**src/rtl/uart_ctrl.sv**
```systemverilog
// Fixed-format 8N1 UART engine behind the MMIO block: one TX holding byte, one RX holding byte,
// and a 5-bit sticky status word {rx_frame_err, tx_done, tx_busy, rx_overrun, rx_valid}.
module uart_ctrl #(
    parameter int unsigned CLKS_PER_BIT = 10417
) (
    input  logic       clk,
    input  logic       reset,
    input  logic [7:0] tx_data,
    input  logic       tx_start,
    input  logic       rx_read,
    input  logic       con_read,
    input  logic       uart_rx,
    output logic       uart_tx,
    output logic [7:0] rx_data,
    output logic [4:0] uart_con
);

    localparam int unsigned CW = $clog2(CLKS_PER_BIT);
    localparam logic [CW-1:0] BIT_LAST  = CW'(CLKS_PER_BIT - 1);
    localparam logic [CW-1:0] HALF_LAST = CW'(CLKS_PER_BIT / 2 - 1);

    typedef enum logic [1:0] {TxIdle, TxStart, TxData, TxStop} tx_state_e;
    typedef enum logic [2:0] {RxIdle, RxStart, RxData, RxStop, RxWaitHigh} rx_state_e;

    tx_state_e       tx_state_q, tx_state_d;
    logic [CW-1:0]   tx_cnt_q, tx_cnt_d;
    logic [2:0]      tx_bit_q, tx_bit_d;
    logic [7:0]      tx_shift_q, tx_shift_d;
    logic            tx_line_q, tx_line_d;
    logic            tx_done_set;

    rx_state_e       rx_state_q, rx_state_d;
    logic [CW-1:0]   rx_cnt_q, rx_cnt_d;
    logic [2:0]      rx_bit_q, rx_bit_d;
    logic [7:0]      rx_shift_q, rx_shift_d;
    logic            rx_meta_q, rx_s_q;
    logic            rx_good, rx_bad;

    logic [7:0]      rx_data_q, rx_data_d;
    logic            rx_valid_q, rx_valid_d;
    logic            rx_ovr_q, rx_ovr_d;
    logic            tx_done_q, tx_done_d;
    logic            rx_ferr_q, rx_ferr_d;

    // TX: the line level is registered alongside the state so uart_tx is glitch-free.
    always_comb begin
        tx_state_d  = tx_state_q;
        tx_cnt_d    = tx_cnt_q;
        tx_bit_d    = tx_bit_q;
        tx_shift_d  = tx_shift_q;
        tx_line_d   = tx_line_q;
        tx_done_set = 1'b0;
        case (tx_state_q)
            TxIdle: begin
                if (tx_start) begin
                    tx_shift_d = tx_data;
                    tx_cnt_d   = '0;
                    tx_line_d  = 1'b0;
                    tx_state_d = TxStart;
                end
            end
            TxStart: begin
                if (tx_cnt_q == BIT_LAST) begin
                    tx_cnt_d   = '0;
                    tx_bit_d   = '0;
                    tx_line_d  = tx_shift_q[0];
                    tx_state_d = TxData;
                end else begin
                    tx_cnt_d = tx_cnt_q + CW'(1);
                end
            end
            TxData: begin
                if (tx_cnt_q == BIT_LAST) begin
                    tx_cnt_d = '0;
                    if (tx_bit_q == 3'd7) begin
                        tx_line_d  = 1'b1;
                        tx_state_d = TxStop;
                    end else begin
                        tx_bit_d   = tx_bit_q + 3'd1;
                        tx_shift_d = {1'b0, tx_shift_q[7:1]};
                        tx_line_d  = tx_shift_q[1];
                    end
                end else begin
                    tx_cnt_d = tx_cnt_q + CW'(1);
                end
            end
            TxStop: begin
                if (tx_cnt_q == BIT_LAST) begin
                    tx_cnt_d    = '0;
                    tx_done_set = 1'b1;
                    tx_state_d  = TxIdle;
                end else begin
                    tx_cnt_d = tx_cnt_q + CW'(1);
                end
            end
            default: tx_state_d = TxIdle;
        endcase
    end

    // RX: the start bit is re-checked at its centre, then every bit is sampled one period later.
    always_comb begin
        rx_state_d = rx_state_q;
        rx_cnt_d   = rx_cnt_q;
        rx_bit_d   = rx_bit_q;
        rx_shift_d = rx_shift_q;
        rx_good    = 1'b0;
        rx_bad     = 1'b0;
        case (rx_state_q)
            RxIdle: begin
                if (!rx_s_q) begin
                    rx_cnt_d   = '0;
                    rx_state_d = RxStart;
                end
            end
            RxStart: begin
                if (rx_cnt_q == HALF_LAST) begin
                    rx_cnt_d   = '0;
                    rx_bit_d   = '0;
                    rx_state_d = rx_s_q ? RxIdle : RxData;
                end else begin
                    rx_cnt_d = rx_cnt_q + CW'(1);
                end
            end
            RxData: begin
                if (rx_cnt_q == BIT_LAST) begin
                    rx_cnt_d   = '0;
                    rx_shift_d = {rx_s_q, rx_shift_q[7:1]};
                    if (rx_bit_q == 3'd7) begin
                        rx_state_d = RxStop;
                    end else begin
                        rx_bit_d = rx_bit_q + 3'd1;
                    end
                end else begin
                    rx_cnt_d = rx_cnt_q + CW'(1);
                end
            end
            RxStop: begin
                if (rx_cnt_q == BIT_LAST) begin
                    rx_cnt_d   = '0;
                    rx_good    = rx_s_q;
                    rx_bad     = !rx_s_q;
                    rx_state_d = rx_s_q ? RxIdle : RxWaitHigh;
                end else begin
                    rx_cnt_d = rx_cnt_q + CW'(1);
                end
            end
            RxWaitHigh: begin
                if (rx_s_q) rx_state_d = RxIdle;
            end
            default: rx_state_d = RxIdle;
        endcase
    end

    // Sticky flags: a set in the same cycle as a clear wins. A byte landing while the old one is
    // being read is not an overrun.
    always_comb begin
        rx_data_d  = rx_good ? rx_shift_q : rx_data_q;
        rx_valid_d = rx_good | (rx_valid_q & ~rx_read);
        rx_ovr_d   = (rx_good & rx_valid_q & ~rx_read) | (rx_ovr_q & ~con_read);
        tx_done_d  = tx_done_set | (tx_done_q & ~con_read);
        rx_ferr_d  = rx_bad | (rx_ferr_q & ~con_read);
    end

    always_ff @(posedge clk) begin
        if (!reset) begin
            tx_state_q <= TxIdle;
            tx_cnt_q   <= '0;
            tx_bit_q   <= '0;
            tx_shift_q <= '0;
            tx_line_q  <= 1'b1;
            rx_state_q <= RxIdle;
            rx_cnt_q   <= '0;
            rx_bit_q   <= '0;
            rx_shift_q <= '0;
            rx_meta_q  <= 1'b1;
            rx_s_q     <= 1'b1;
            rx_data_q  <= '0;
            rx_valid_q <= 1'b0;
            rx_ovr_q   <= 1'b0;
            tx_done_q  <= 1'b0;
            rx_ferr_q  <= 1'b0;
        end else begin
            tx_state_q <= tx_state_d;
            tx_cnt_q   <= tx_cnt_d;
            tx_bit_q   <= tx_bit_d;
            tx_shift_q <= tx_shift_d;
            tx_line_q  <= tx_line_d;
            rx_state_q <= rx_state_d;
            rx_cnt_q   <= rx_cnt_d;
            rx_bit_q   <= rx_bit_d;
            rx_shift_q <= rx_shift_d;
            rx_meta_q  <= uart_rx;
            rx_s_q     <= rx_meta_q;
            rx_data_q  <= rx_data_d;
            rx_valid_q <= rx_valid_d;
            rx_ovr_q   <= rx_ovr_d;
            tx_done_q  <= tx_done_d;
            rx_ferr_q  <= rx_ferr_d;
        end
    end

    assign uart_tx  = tx_line_q;
    assign rx_data  = rx_data_q;
    assign uart_con = {rx_ferr_q, tx_done_q, tx_state_q != TxIdle, rx_ovr_q, rx_valid_q};

endmodule
```
**config.mk**
```make
export PLATFORM = sky130hd
export DESIGN_NAME = uart_ctrl
export DESIGN_NICKNAME = d
export VERILOG_FILES = /design/src/rtl/uart_ctrl.sv
export SDC_FILE = /design/constraint.sdc
export NUM_CORES = 1
export LEC_CHECK = 0
export CAP_MARGIN = 5
export CORE_ASPECT_RATIO = 0.9
export CORE_MARGIN = 1.5
export CORE_UTILIZATION = 45
export CTS_BUF_LIST = sky130_fd_sc_hd__clkbuf_8
export DETAILED_ROUTE_END_ITERATION = 10
export GPL_TIMING_DRIVEN = 0
export HOLD_SLACK_MARGIN = 0.08
export MAX_ROUTING_LAYER = met4
export PLACE_DENSITY = 0.72
export SLEW_MARGIN = 20
export SYNTH_ARGS = -nofsm -noshare
export SYNTH_HDL_FRONTEND = slang
export SYNTH_SLANG_ARGS = --single-unit
```
**constraint.sdc**
```tcl
create_clock -name clk -period 7 [get_ports clk]
set_input_delay 1.4 -clock clk [delete_from_list [all_inputs] [get_ports clk]]
set_output_delay 1.4 -clock clk [all_outputs]
set_load 0.005 [all_outputs]
```
# After elaboration in Yosys (flattened, before gate mapping)
# Cells that the tools add are included.
# W data, S select, Z words.
dict set report classes {
  addsub 4
  n_reduce_logical 19
  bitwise 12
  mux 45
  n_eq_ne 25
}
# operator n
set ops {}
lappend ops {{$mux W14} 5}
lappend ops {{$pmux W14 S3} 1}
lappend ops {{$mux W3} 13}
lappend ops {{$add A14 B1 Y14 const B} 2}
lappend ops {{$eq A14 B14 Y1 const B} 2}
lappend ops {{$pmux W14 S2} 1}
lappend ops {{$ne A2 B2 Y1 const B} 13}
lappend ops {{$mux W8} 3}
lappend ops {{$pmux W8 S2} 1}
lappend ops {{$reduce_and A4 Y1} 4}
lappend ops {{$pmux W3 S5} 1}
lappend ops {{$eq A14 B13 Y1 const B} 1}
lappend ops {{$mux W2} 6}
lappend ops {{$pmux W3 S2} 2}
lappend ops {{$mux W1} 10}
lappend ops {{$eq A3 B3 Y1 const B} 3}
lappend ops {{$pmux W2 S4} 1}
lappend ops {{$reduce_bool A2 Y1} 4}
lappend ops {{$add A3 B1 Y3 const B} 2}
lappend ops {{$and A1 B1 Y1} 6}
lappend ops {{$eq A3 B2 Y1 const B} 2}
lappend ops {{$reduce_and A6 Y1} 1}
lappend ops {{$reduce_bool A3 Y1} 2}
lappend ops {{$reduce_and A5 Y1} 1}
lappend ops {{other kinds (12)} 18}
dict set report word_totals {
  input_bits 14
  output_inout_bits 14
  elab_cells 121
  regBits 70
}

# Logic depth before layout (Yosys ltp)
# Gate-level depths: netlist of the first run.
dict set report depth {
  word_depth 6
  ltp_mapped 8
  ltp_nobuf 7
}

# Worst setup path after synthesis of the first run
# Ideal clock, no wire load.
dict set report synth_path {
  path_kind {input -> register}
  startpoint {in tx_start}
  endpoint {reg tx_cnt_q[10]}
  arrival_time_ns 2.444
  slack_ns 4.439
  path_stages 6
  t_required_ns 6.883
  path_buffers 1
  setup_ns 0.117
  path_cell_list {nor2b_1 clkbuf_1 or3b_2 nor3_1 xnor2_1 nor2_1}
}
dict set report synth_between {
  elab_chain_cells 1
}
# element line_no
set synth_rtl {}
lappend synth_rtl {{start: declaration} 9} ;# input logic tx_start,
lappend synth_rtl {{$ne A2 B2 Y1 (no line)} --}
lappend synth_rtl {{end signal: assignment} 184} ;# tx_cnt_q <= tx_cnt_d;
lappend synth_rtl {{end: declaration} 26} ;# logic [CW-1:0] tx_cnt_q, tx_cnt_d;
# Every way passes these cells.
# A chain may end at the register's enable or synchronous reset.

==> impl_metrics.json, run 1 <==
{
  "ant_nets": 0,
  "hp-class": "reg2reg",
  "period_needed_ns": 3.186,
  "criticalPathCategory": "in2reg",
  "cts_root_buffer": "clkbuf_8",
  "hpwl_um": 5121,
  "grt.total_usage_pct": 19.74,
  "gr-total-overflow": 0,
  "setup_violations": 0,
  "worst_pin_slew_ns": 0.7662,
  "rr_worst_depth": 6,
  "fin_skew_ns": 0.009222,
  "htreeDepth": 3,
  "status": "finished clean",
  "rows": 30,
  "die_y_um": 85.94,
  "setup_tns_ns": 0,
  "fin_cells": 546,
  "post_cts_resized": 0,
  "port-buffer-count": 27,
  "drv_slew": 0,
  "whs_path_depth": 1,
  "synth-seq-area-share_pct": 40.74,
  "insertion_delay_ns": 0.35,
  "cts_setup_buffers": 0,
  "cap_violations": 0,
  "grt_pass1_wl_um": 12210,
  "finalHoldViolations": 0,
  "drc": 0,
  "cp_slowest_cell": "clkdlybuf4s50_1",
  "worstPathArrival_ns": 3.47,
  "vias": 2997,
  "synth-main-ff-cell": "dfxtp_1",
  "netlist_instances": 407,
  "avgSynthCellArea_um2": 8.451,
  "grt_max_degree": 13,
  "start_util_pct": 46.05,
  "cts_hold_buf": 0,
  "syn_area_mm2": 0.003440,
  "ys_types": 54,
  "final_layout_size_suffix_gt1_share_pct": 7.111,
  "synth-warning-count": 0,
  "synth_edf_count": 0,
  "wl_per_cell_um": 13.42,
  "nFillCells": 703,
  "die_w_um": 95.16,
  "r2r-end": "tx_cnt_q[9]",
  "max_freq_mhz": 313.9,
  "dieArea_mm2": 0.008178,
  "synthToLayoutAreaGrowth_pct": 16.44,
  "crit_path_cell_trace": "clkdlybuf4s50_1 > nor2b_1 > nand2b_1 > o2bb2ai_1 > clkbuf_1 > a31oi_1 > a31oi_1",
  "power.density_mw_per_mm2": 262.4,
  "vias_per_cell": 5.489,
  "numCtsBuffers": 9,
  "hp-start": "rx_meta_q",
  "slew_headroom_pct": 48.49,
  "cp_common_cell": "a31oi_1",
  "rsz0062_at_grt": "no",
  "clk_pin_slew_worst_paths_ns": 0.08,
  "synth_seq_cells": 70,
  "vdd_ir_drop_max_mv": 0.1693,
  "core_area_mm2": 0.007470,
  "fin_nets": 472,
  "io_pins": 28,
  "cp.required_ns": 7.28,
  "crit_fanout": 10,
  "cts.sinks": 70,
  "start_kind": "primary input",
  "leakagePower_nw": 1.504,
  "antenna_found_initial": 0,
  "post-route-period-util_pct": 45.52,
  "cts_tree": "yes",
  "dr.pass1.iters": 4,
  "syn_nets": 434,
  "slowest_delay_ns": 0.66,
  "r2r_slack_ns": 4.37,
  "drtIter0Drc": 130,
  "holdPathEnd": "rx_s_q",
  "finalWirelength_um": 7329,
  "diodes": 0,
  "r2r_start": "tx_cnt_q[6]",
  "dp_cells": 530,
  "clockBufferDepth": 2,
  "endpoint_kind": "register",
  "grt_pass1_vias": 2639,
  "gp_congestion": 0.9117,
  "async_flop_share_pct": 0
}
-- logic make-up after synthesis --
logic type      synth area share [%]
simple gates                   27.97
flops                          40.74
compound gates                 13.50
buf+inv                        4.365
mux                            6.148
fa+ha+maj                      4.729
xor+xnor                       2.546
-- metal layers --
layer | global-route usage, % | up-vias | share of wire, %
met5 | - | - | 0
met4 | 8.005 | 0 | 2.1
met3 | 6.472 | 16 | 6.2
met2 | 27.08 | 75 | 41
met1 | 26.44 | 1399 | 50
li1 | - | 1507 | -
-- flip-flops by register name, summed over array words and instances, names as in the netlist --
name	cells
rx_bit_q	3
rx_data	8
tx_cnt_q	14
rx_shift_q	8
tx_done_q	1
rx_s_q	1
rx_cnt_q	14
rx_meta_q	1
rx_ferr_q	1
tx_bit_q	3
rx_state_q	3
tx_shift_q	8
rx_ovr_q	1
rx_valid_q	1
uart_tx	1
tx_state_q	2
-- report_power, final --
part,switching [mW],internal [mW],leakage [nW]
Combinational,0.182,0.118,0.847
Sequential,0.0255,0.433,0.567
Clock,0.156,0.137,0.0899
-- cell type report --
class                           instances  area [µm²]  area share (%)
Tap cell                               96       120.1           2.999
Inverter                               14       52.55           1.312
Buffer                                 21       97.59           2.437
Multi-Input combinational cell        302        1888           47.14
Clock inverter                          6       37.54          0.9372
Timing Repair Buffer                   27       270.3           6.748
Sequential cell                        70        1401           34.99
Clock buffer                           10       137.6           3.436
-- worst max-delay path by stage --
| stage | startpoint | endpoint | slack, ns | cells past startpoint |
|---|---|---|---|---|
| 2_1_floorplan | tx_start | tx_cnt_q[10] | 4.44 | 6 |
| 3_3_place_gp | reset | rx_cnt_q[13] | 3.50 | 7 |
| 3_5_place_dp | reset | rx_cnt_q[13] | 3.45 | 7 |
| 4_1_cts | reset | rx_cnt_q[13] | 3.83 | 7 |
| 5_1_grt | reset | rx_cnt_q[13] | 3.61 | 7 |
| 6_report | reset | rx_cnt_q[13] | 3.81 | 7 |
-- cell usage after synthesis, types with 4 or more instances --
cell type	instances	area, µm²
ha_1	13	162.7
mux2i_1	20	200.2
xnor2_1	5	43.79
dfxtp_1	70	1401
nand3_1	18	90.09
o31ai_1	4	30.03
xor2_1	5	43.79
a21oi_1	18	90.09
nor3_1	10	50.05
o21ai_0	11	55.05
clkbuf_1	13	48.80
buf_4	4	30.03
nand2_1	38	142.6
and3_1	7	43.79
nand4_1	6	37.54
or3_1	4	25.02
a31oi_1	6	37.54
nand2b_1	12	75.07
nor2b_1	8	50.05
nor2_1	58	217.7
o221ai_1	7	61.31
inv_1	14	52.55
and2_1	6	37.54
-- through the flow --
stage	util [%]	setup WS, ns	hold WS [ns]	area [µm²]	total power [mW]
6_report	53.62	3.814	0.4052	4005	1.051
5_1_grt	53.62	3.613	0.4312	4005	1.122
4_1_cts	53.62	3.829	0.4096	4005	1.061
3_5_place_dp	51.27	3.449	0.3925	3830	0.7664
3_3_place_gp	51.27	3.505	0.3904	3830	0.7582
2_1_floorplan	-	4.439	0.3863	3440	0.6818
-- worst max-delay path: cells and delay by family --
family	cells	cell delay (ns)
and+or+nand+nor	2	0.35
buffers and inverters	2	1.05
AOI/OAI and AO/OA	3	0.66
-- layout by cell type, fill, tap and decap left out, types with 3 or more instances in the layout --
master,Yosys,routed
o21ai_0,11,11
xnor2_1,5,5
o221ai_1,7,7
a21oi_1,18,18
nor2b_1,8,8
buf_4,4,4
nor3_1,10,10
mux2i_1,20,20
clkbuf_1,13,13
or3_1,4,4
nand3b_1,3,3
nor2_1,58,58
nand2_1,38,38
clkdlybuf4s50_1,0,27
ha_1,13,13
a31oi_1,6,6
dfxtp_1,70,70
and2_1,6,6
xor2_1,5,5
and3_1,7,7
o21bai_1,3,3
nand2b_1,12,12
nand4_1,6,6
nand3_1,18,18
inv_1,14,15
clkbuf_8,0,10
o31ai_1,4,4
buf_2,3,3
nor4_1,3,3
Power figures use the tool's default switching activity.
==> run 2: changes to the inputs <==
Clock period 7 ns to 3.15 ns, I/O delays scaled along.
==> results of run 2 <==
Same layout as run 1 (identical final DEF). Status: finished clean.
Among the figures that moved: setup slack after placement 3.449 ns -> 0.3691 ns; setup slack after layout 3.814 ns -> 0.5182 ns; start point of the critical path reset -> tx_cnt_q[6]; end point of the critical path rx_cnt_q[13] -> tx_cnt_q[9]; register-to-register setup slack 4.37 ns -> 0.52 ns; total power 1.051 mW -> 2.335 mW; worst IR drop on VDD 0.1693 mV -> 0.3762 mV
==> run 3: changes to the inputs <==
Clock period 3.15 ns to 2.48 ns, I/O delays scaled along.
==> impl_metrics.json, run 3 (synthesis gave the netlist of run 1 again) <==
{
  "cts_root_buffer": "clkbuf_8",
  "grt_use_met2_pct": 27.21,
  "drtIter0Drc": 140,
  "cts_hold_buf": 0,
  "endpoint_kind": "register",
  "layout_common_cells": "70 x dfxtp_1, 58 x nor2_1, 38 x nand2_1",
  "finalHoldViolations": 0,
  "multi_input_area_mm2": 0.001897,
  "die_w_um": 95.16,
  "worstPathArrival_ns": 2.56,
  "die_y_um": 85.94,
  "final_cell_area_mm2": 0.004015,
  "htreeDepth": 3,
  "worst_pin_slew_ns": 0.7532,
  "layout_commonest_cell": "dfxtp_1",
  "dr.pass1.iters": 4,
  "status": "finished clean",
  "fin_skew_ns": 0.008931,
  "numCtsBuffers": 9,
  "gr-total-overflow": 0,
  "hp-start": "rx_meta_q",
  "synthToLayoutAreaGrowth_pct": 16.73,
  "gp_congestion": 0.9117,
  "rsz0062_at_grt": "no",
  "dpl-instance-area_mm2": 0.003830,
  "hpwl_um": 5121,
  "grt_max_degree": 13,
  "start_util_pct": 46.05,
  "setup_violations": 0,
  "r2r-end": "tx_shift_q[3]",
  "rr_worst_depth": 6,
  "vias_per_cell": 5.522,
  "met3_usage_pct": 6.472,
  "leakagePower_nw": 1.507,
  "seq_area_mm2": 0.001401,
  "period_needed_ns": 2.324,
  "drv_slew": 0,
  "hp-class": "reg2reg",
  "fin_cells": 546,
  "grt_pass1_vias": 2630,
  "slew_headroom_pct": 49.68,
  "grt_pass1_wl_um": 12260,
  "post-route-period-util_pct": 93.73,
  "insertion_delay_ns": 0.35,
  "dp_cells": 530,
  "rows": 30,
  "ant_nets": 0,
  "criticalPathCategory": "reg2reg",
  "start_kind": "register",
  "finalWirelength_um": 7372,
  "vdd_ir_drop_max_mv": 0.4769,
  "vias": 3015,
  "crit_path_start": "tx_cnt_q[6]",
  "dieArea_mm2": 0.008178,
  "drc": 0,
  "power.density_mw_per_mm2": 738.7,
  "nFillCells": 703,
  "cap_violations": 0,
  "largest_registers": "rx_cnt_q x14, tx_cnt_q x14",
  "r2r_start": "tx_cnt_q[6]",
  "cts.sinks": 70,
  "clockBufferDepth": 2,
  "final_layout_size_suffix_gt1_share_pct": 7.333,
  "busiest_layer": "met2",
  "clk_pin_slew_worst_paths_ns": 0.08,
  "crit_fanout": 8,
  "fin_nets": 472,
  "grtUsageMet1_pct": 26.71,
  "core_area_mm2": 0.007470,
  "cts_tree": "yes",
  "cp.required_ns": 2.72,
  "r2r_slack_ns": 0.16,
  "io_pins": 28,
  "wl_per_cell_um": 13.50,
  "diodes": 0,
  "antenna_found_initial": 0,
  "port-buffer-count": 27,
  "cp-endpoint": "tx_shift_q[3]",
  "max_freq_mhz": 430.2,
  "grt.total_usage_pct": 19.87,
  "timing.hold.ws_ns": 0.4064
}
-- run 3: timing repair --
action	CTS	global route
pin swaps	0	2
gates resized for setup	1	2
endpoints found under the setup margin	10	15
setup buffers	0	0
cloned	0	0
-- run 3: through the flow --
stage / power [mW] / worst slack, ns / utilization [%] / TNS, ns
finish: 2.966 / 0.1556 / 53.75 / 0
global route: 3.168 / 0.05412 / 53.75 / 0
CTS: 2.994 / 0.06678 / 53.74 / 0
detailed placement: 2.163 / -0.1669 / 51.27 / -1.990
global placement: 2.140 / -0.1112 / 51.27 / -1.209
floorplan: 1.924 / 0.2394 / - / 0
-- run 3: where the power goes --
group	switching (mW)	leakage, nW	internal [mW]	total, mW
Combinational	0.516	0.850	0.335	0.851
Sequential	0.0726	0.567	1.22	1.29
Clock	0.436	0.0899	0.386	0.822
Total	1.02	1.51	1.94	2.97
-- run 3: final cells by class --
| cell class | count | share of cell area (%) |
|---|---|---|
| clock buffers | 10 | 3.428 |
| multi-input cells | 302 | 47.24 |
| clock inverters | 6 | 0.9349 |
| repair buffers | 27 | 6.731 |
| plain buffers | 21 | 2.462 |
| well taps | 96 | 2.992 |
| inverters | 14 | 1.309 |
| flip-flops and latches | 70 | 34.90 |
-- run 3: worst min-delay path by stage --
stage / to / cells past startpoint / slack, ns
5_1_grt: rx_s_q / 1 / 0.43
6_report: rx_s_q / 1 / 0.41
3_5_place_dp: rx_s_q / 1 / 0.39
2_1_floorplan: rx_s_q / 1 / 0.39
4_1_cts: rx_s_q / 1 / 0.41
3_3_place_gp: rx_s_q / 1 / 0.39
-- run 3: critical path: stages (launching register included) --
cell and delay [ns]:
dfxtp_1 0.37, or4_4 0.57, or4_4 0.48, or3_1 0.36, buf_2 0.17, o221ai_1 0.19
nor2_1 0.07
-- run 3: routing by layer --
metal / wire, µm / up-vias
met5: 0 / -
met4: 164 / 0
met3: 520 / 16
met2: 3061 / 92
met1: 3625 / 1398
li1: - / 1509
